<file path="config.mk">
export PLATFORM = sky130hd
export DESIGN_NAME = digit_scan_ctrl
export DESIGN_NICKNAME = d
export VERILOG_FILES = /design/src/rtl/digit_scan_ctrl.sv
export SDC_FILE = /design/constraint.sdc
export NUM_CORES = 1
export LEC_CHECK = 0
export ABC_AREA = 0
export ABC_CLOCK_PERIOD_IN_PS = 3400
export CORE_UTILIZATION = 49
export CTS_BUF_LIST = sky130_fd_sc_hd__clkbuf_16
export CTS_CLUSTER_DIAMETER = 80
export DETAILED_ROUTE_END_ITERATION = 10
export DONT_BUFFER_PORTS = 1
export MAX_ROUTING_LAYER = met4
export REMOVE_ABC_BUFFERS = 1
export SYNTH_ARGS = -nofsm -noshare
export SYNTH_HDL_FRONTEND = slang
export SYNTH_SLANG_ARGS = --single-unit
</file>
<file path="constraint.sdc">
create_clock -name clk -period 3.4 [get_ports clk]
set_clock_uncertainty 0.2 [all_clocks]
set_input_delay 0.51 -clock clk [delete_from_list [all_inputs] [get_ports clk]]
set_output_delay 0.51 -clock clk [all_outputs]
set_load 0.1 [all_outputs]
</file>
<file path="src/rtl/digit_scan_ctrl.sv">
// rtl/digit_scan_ctrl.sv - time-multiplexed 4-digit scan controller with blanking and tear-free updates
module digit_scan_ctrl #(
  parameter int CLK_DIV   = 1000,
  parameter int BLANK_CYC = 16,
  parameter int CNT_W     = 16
) (
  input  logic        clk,
  input  logic        rst_n,
  input  logic        run,
  input  logic        load,
  input  logic [15:0] digits,
  input  logic        lzb_en,
  output logic        dig_en,
  output logic [1:0]  dig_sel,
  output logic [3:0]  seg_code,
  output logic        frame_done
);

  localparam logic [CNT_W-1:0] SLOT_LAST  = CNT_W'(CLK_DIV - 1);
  localparam logic [CNT_W-1:0] BLANK_LAST = CNT_W'(BLANK_CYC - 1);

  typedef enum logic [1:0] {IDLE, BLANK, SHOW} state_t;

  state_t           state, nxt_state;
  logic [CNT_W-1:0] cnt, nxt_cnt;
  logic [1:0]       nxt_sel;
  logic [15:0]      active, nxt_active;
  logic [15:0]      pend;
  logic             pend_v;
  logic             slot_end;
  logic             wrap;

  function automatic logic [3:0] nibble_of(input logic [15:0] v, input logic [1:0] s);
    case (s)
      2'd0:    return v[3:0];
      2'd1:    return v[7:4];
      2'd2:    return v[11:8];
      default: return v[15:12];
    endcase
  endfunction

  // A digit is a leading zero when it and every more significant digit are zero
  function automatic logic lz_blank(input logic [15:0] v, input logic [1:0] s);
    case (s)
      2'd3:    return v[15:12] == 4'd0;
      2'd2:    return v[15:8] == 8'd0;
      2'd1:    return v[15:4] == 12'd0;
      default: return 1'b0;
    endcase
  endfunction

  // Next slot position and next displayed data; run=0 overrides everything
  always_comb begin
    slot_end  = (state == SHOW) && (cnt == SLOT_LAST);
    wrap      = run && slot_end && (dig_sel == 2'd3);
    nxt_state = state;
    nxt_cnt   = cnt;
    nxt_sel   = dig_sel;
    if (!run) begin
      nxt_state = IDLE;
      nxt_cnt   = '0;
      nxt_sel   = 2'd0;
    end else begin
      case (state)
        IDLE: begin
          nxt_state = BLANK;
          nxt_cnt   = '0;
          nxt_sel   = 2'd0;
        end
        BLANK: begin
          nxt_cnt = cnt + 1'b1;
          if (cnt == BLANK_LAST) nxt_state = SHOW;
        end
        SHOW: begin
          if (slot_end) begin
            nxt_cnt   = '0;
            nxt_sel   = dig_sel + 2'd1;
            nxt_state = BLANK;
          end else begin
            nxt_cnt = cnt + 1'b1;
          end
        end
        default: begin
          nxt_state = IDLE;
          nxt_cnt   = '0;
          nxt_sel   = 2'd0;
        end
      endcase
    end
    nxt_active = active;
    if (load && state == IDLE) nxt_active = digits;
    else if (wrap) nxt_active = load ? digits : (pend_v ? pend : active);
  end

  // Register scan state, data registers and all outputs from the next-state view
  always_ff @(posedge clk or negedge rst_n) begin
    if (!rst_n) begin
      state      <= IDLE;
      cnt        <= '0;
      dig_sel    <= 2'd0;
      dig_en     <= 1'b0;
      seg_code   <= 4'd0;
      frame_done <= 1'b0;
      active     <= 16'd0;
      pend       <= 16'd0;
      pend_v     <= 1'b0;
    end else begin
      state      <= nxt_state;
      cnt        <= nxt_cnt;
      dig_sel    <= nxt_sel;
      active     <= nxt_active;
      seg_code   <= nibble_of(nxt_active, nxt_sel);
      dig_en     <= (nxt_state == SHOW) && !(lzb_en && lz_blank(nxt_active, nxt_sel));
      frame_done <= wrap;
      if (wrap) begin
        pend_v <= 1'b0;
      end else if (load && state != IDLE) begin
        pend   <= digits;
        pend_v <= 1'b1;
      end
    end
  end

endmodule

</file>
==> metrics.json <==
{
  "final_total_negative_setup_slack_ns": 0,
  "holdPathStages": 1,
  "avgViaCountPerCell": 5.60,
  "grt_first_pass_wirelength_mm": 10.5,
  "status": "complete, no violations",
  "max_freq_ghz": 0.349,
  "worstMarginPinSlew_ns": 0.897,
  "grt_pass1_vias": 2041,
  "drt_pre_antenna_iters": 4,
  "rsz_0062_raised_after_global_routing": "no",
  "critPathMaxFanout": 9,
  "total_leakage_power_nw": 1.48,
  "post-dp-hpwl_mm": 4.38,
  "cts_max_path_buffers": 2,
  "synth_area_sq_um": 3020,
  "avgSynthCellArea_sq_um": 10.7,
  "syn2layout_area_growth_pct": 14.3,
  "ys.flop_type": "dfrtp_1",
  "most-common-layout-cells": "59 x dfrtp_1, 35 x nor2_1, 19 x inv_1",
  "max-slew-margin-rel_pct": 40.2,
  "synth_sequential_area_ratio_pct": 48.8,
  "async_s_r_ff_share_synth_pct": 100,
  "remaining_drc_errors": 0,
  "hold_path.startpoint": "digits[5]",
  "gpl.final_weighted_congestion": 0.785,
  "synth_area_leaders": "dfrtp_1 49%, mux2_2 6.3%, nor2_1 4.3%, mux2i_1 3.0%, ha_1 2.5%",
  "clock_slew_at_reported_path_ffs_ns": 0.05,
  "ys.warnings.count": 0,
  "grt_start_max_net_pins": 60,
  "worst_ir_drop_vdd_mv": 0.316,
  "antenna_violating_nets_post_route": 0,
  "initial_core_util_pct": 51.1,
  "synthDistinctLibCells": 54,
  "antenna_cells_inserted": 0,
  "die_h_um": 80.6,
  "cts_num_sinks": 59,
  "floorplan.core_area_sq_um": 5920,
  "drt_first_iter_violations": 128,
  "worst_setup_sp_type": "register",
  "worst_setup_path_startpoint": "cnt[0]",
  "worst_r2r_src": "cnt[0]",
  "nNetsFinal": 321,
  "h-tree-depth": 3,
  "worst_slack_ns": 0.536,
  "dp_slack_ns": 0.539,
  "layout.cells.most_common": "dfrtp_1",
  "worst-setup-path-type": "register to register",
  "io_buffer_count": 0,
  "postCtsResizedCells": 0,
  "worstHoldPathType": "input pin to register",
  "seq_cells_post_synth": 59,
  "number_of_buffers_added_by_the_clock_tree_synthesis_step": 9,
  "maxSlewViolCount": 0,
  "dieArea_sq_um": 6490,
  "netlist_instances": 282,
  "data_arrival_time_of_the_critical_path_ns": 2.90,
  "timing.final.hold_violations": 0,
  "postCtsSetupBuffers": 0,
  "cts-root-buf": "clkbuf_16",
  "drt_wl_total_mm": 6.28,
  "critPathCaptureType": "register",
  "boundary_pin_count": 29,
  "max_cap_viol_count": 0,
  "final_period_demand_of_the_worst_path_ns": 2.86,
  "detail_route.wl_per_cell_um": 16.8,
  "chipWidth_um": 80.6,
  "grt_antenna_before_repair": 0,
  "cp_data_required_time_ns": 3.43,
  "synth_edf_count": 0,
  "detailroute.via_count": 2095,
  "power_per_cell_area_nw_per_um2": 578,
  "rows": 28,
  "layout_worst_path_cycle_share_pct": 84.2,
  "layout-drive-gt1-share_pct": 22.4,
  "grt_total_ovfl": 0,
  "worst_skew_pair.late_latency_ns": 0.33,
  "worst_r2r_path_depth": 10,
  "synth_area_leader_cell": "dfrtp_1",
  "finalSetupViolCount": 0,
  "synth_largest_type_area_fraction_pct": 48.8,
  "tritoncts": "done",
  "global_route.usage.total_pct": 23.0
}
[cell usage after synthesis (all sizes together), types with 6 or more instances]
| master | count |
|---|---|
| xnor2 | 8 |
| and3 | 9 |
| nand2 | 15 |
| a21oi | 7 |
| ha | 6 |
| nor2 | 39 |
| nor3 | 17 |
| buf | 6 |
| xor2 | 7 |
| inv | 18 |
| o21ai | 7 |
| nand3 | 10 |
| mux2i | 9 |
| mux2 | 17 |
| dfrtp | 59 |
[sequential cells by signal, indices dropped and copies added (netlist names)]
| name | cells |
|---|---|
| dig_sel | 2 |
| active | 16 |
| state | 2 |
| pend_v | 1 |
| frame_done | 1 |
| dig_en | 1 |
| seg_code | 4 |
| cnt | 16 |
| pend | 16 |
[report_power, final]
group	internal [mW]	total (mW)	switching (mW)	leakage [nW]
Sequential	0.776	0.863	0.0873	0.728
Clock	0.631	0.947	0.315	0.152
Combinational	0.0885	0.187	0.0980	0.600
Total	1.50	2.00	0.501	1.48
[stage by stage]
step | instance area, sq um | total power [mW] | instances | hold WS [ns] | util [%]
final | 3460 | 2.00 | 374 | 0.128 | 58.4
after global routing | 3460 | 2.08 | 374 | 0.121 | 58.4
after CTS | 3460 | 2.02 | 374 | 0.119 | 58.4
after detailed placement | 3110 | 1.04 | 356 | 0.0161 | 52.5
after global placement | 3110 | 1.04 | 356 | 0.0159 | 52.5
after floorplan | 2960 | 0.998 | 273 | 0.0144 | -
[timing repair]
item / in CTS / in global routing
setup endpoints to repair: 0 / 0
hold buffers: 2 / 0
hold endpoints to repair: 59 / 0
[cell families after synthesis]
family	count (synthesis)	share of synthesized area [%]
muxes	26	9.31
DFF	59	48.8
adders and majority gates	6	2.48
and+or+nand+nor	115	22.1
buffers and inverters	27	4.51
xor gates and xnor gates	15	4.34
AOI/OAI and AO/OA	34	8.44
[per-layer routing]
layer / track usage, % / share of wire [%] / vias up
li1: - / - / 1025
met2: 29.8 / 42 / 52
met1: 33.7 / 50 / 1007
met4: 9.64 / 2.0 / 0
met5: - / 0 / -
met3: 5.68 / 5.2 / 11
[path summary, 6_finish.rpt]
path | end | slack, ns
worst max-delay path | seg_code[2] | 0.54
max in group asynchronous | active[13] | 2.22
worst min-delay path | pend[5] | 0.13
worst max register to register | seg_code[2] | 0.54
min in group asynchronous | cnt[14] | 0.50
worst min register to register | cnt[0] | 0.27
[layout make-up]
class                      count  area, sq um
sequential                    59         1480
clock inverter                 7         83.8
inverter                      18         67.6
fill                         487         2460
multi-input combinational    196         1410
timing repair buffer          10         97.6
tap                           75         93.8
clock buffer                   9          225
[critical path: stages, from the launching register on]
cell	delay [ns]
dfrtp_1	0.39
ha_1	0.24
and4b_2	0.28
and4_2	0.29
mux2i_1	0.12
o21ai_0	0.26
nand3_1	0.31
inv_1	0.26
nand2_1	0.07
and3_1	0.17
a21oi_1	0.17
(Power assumes the default switching activity.)
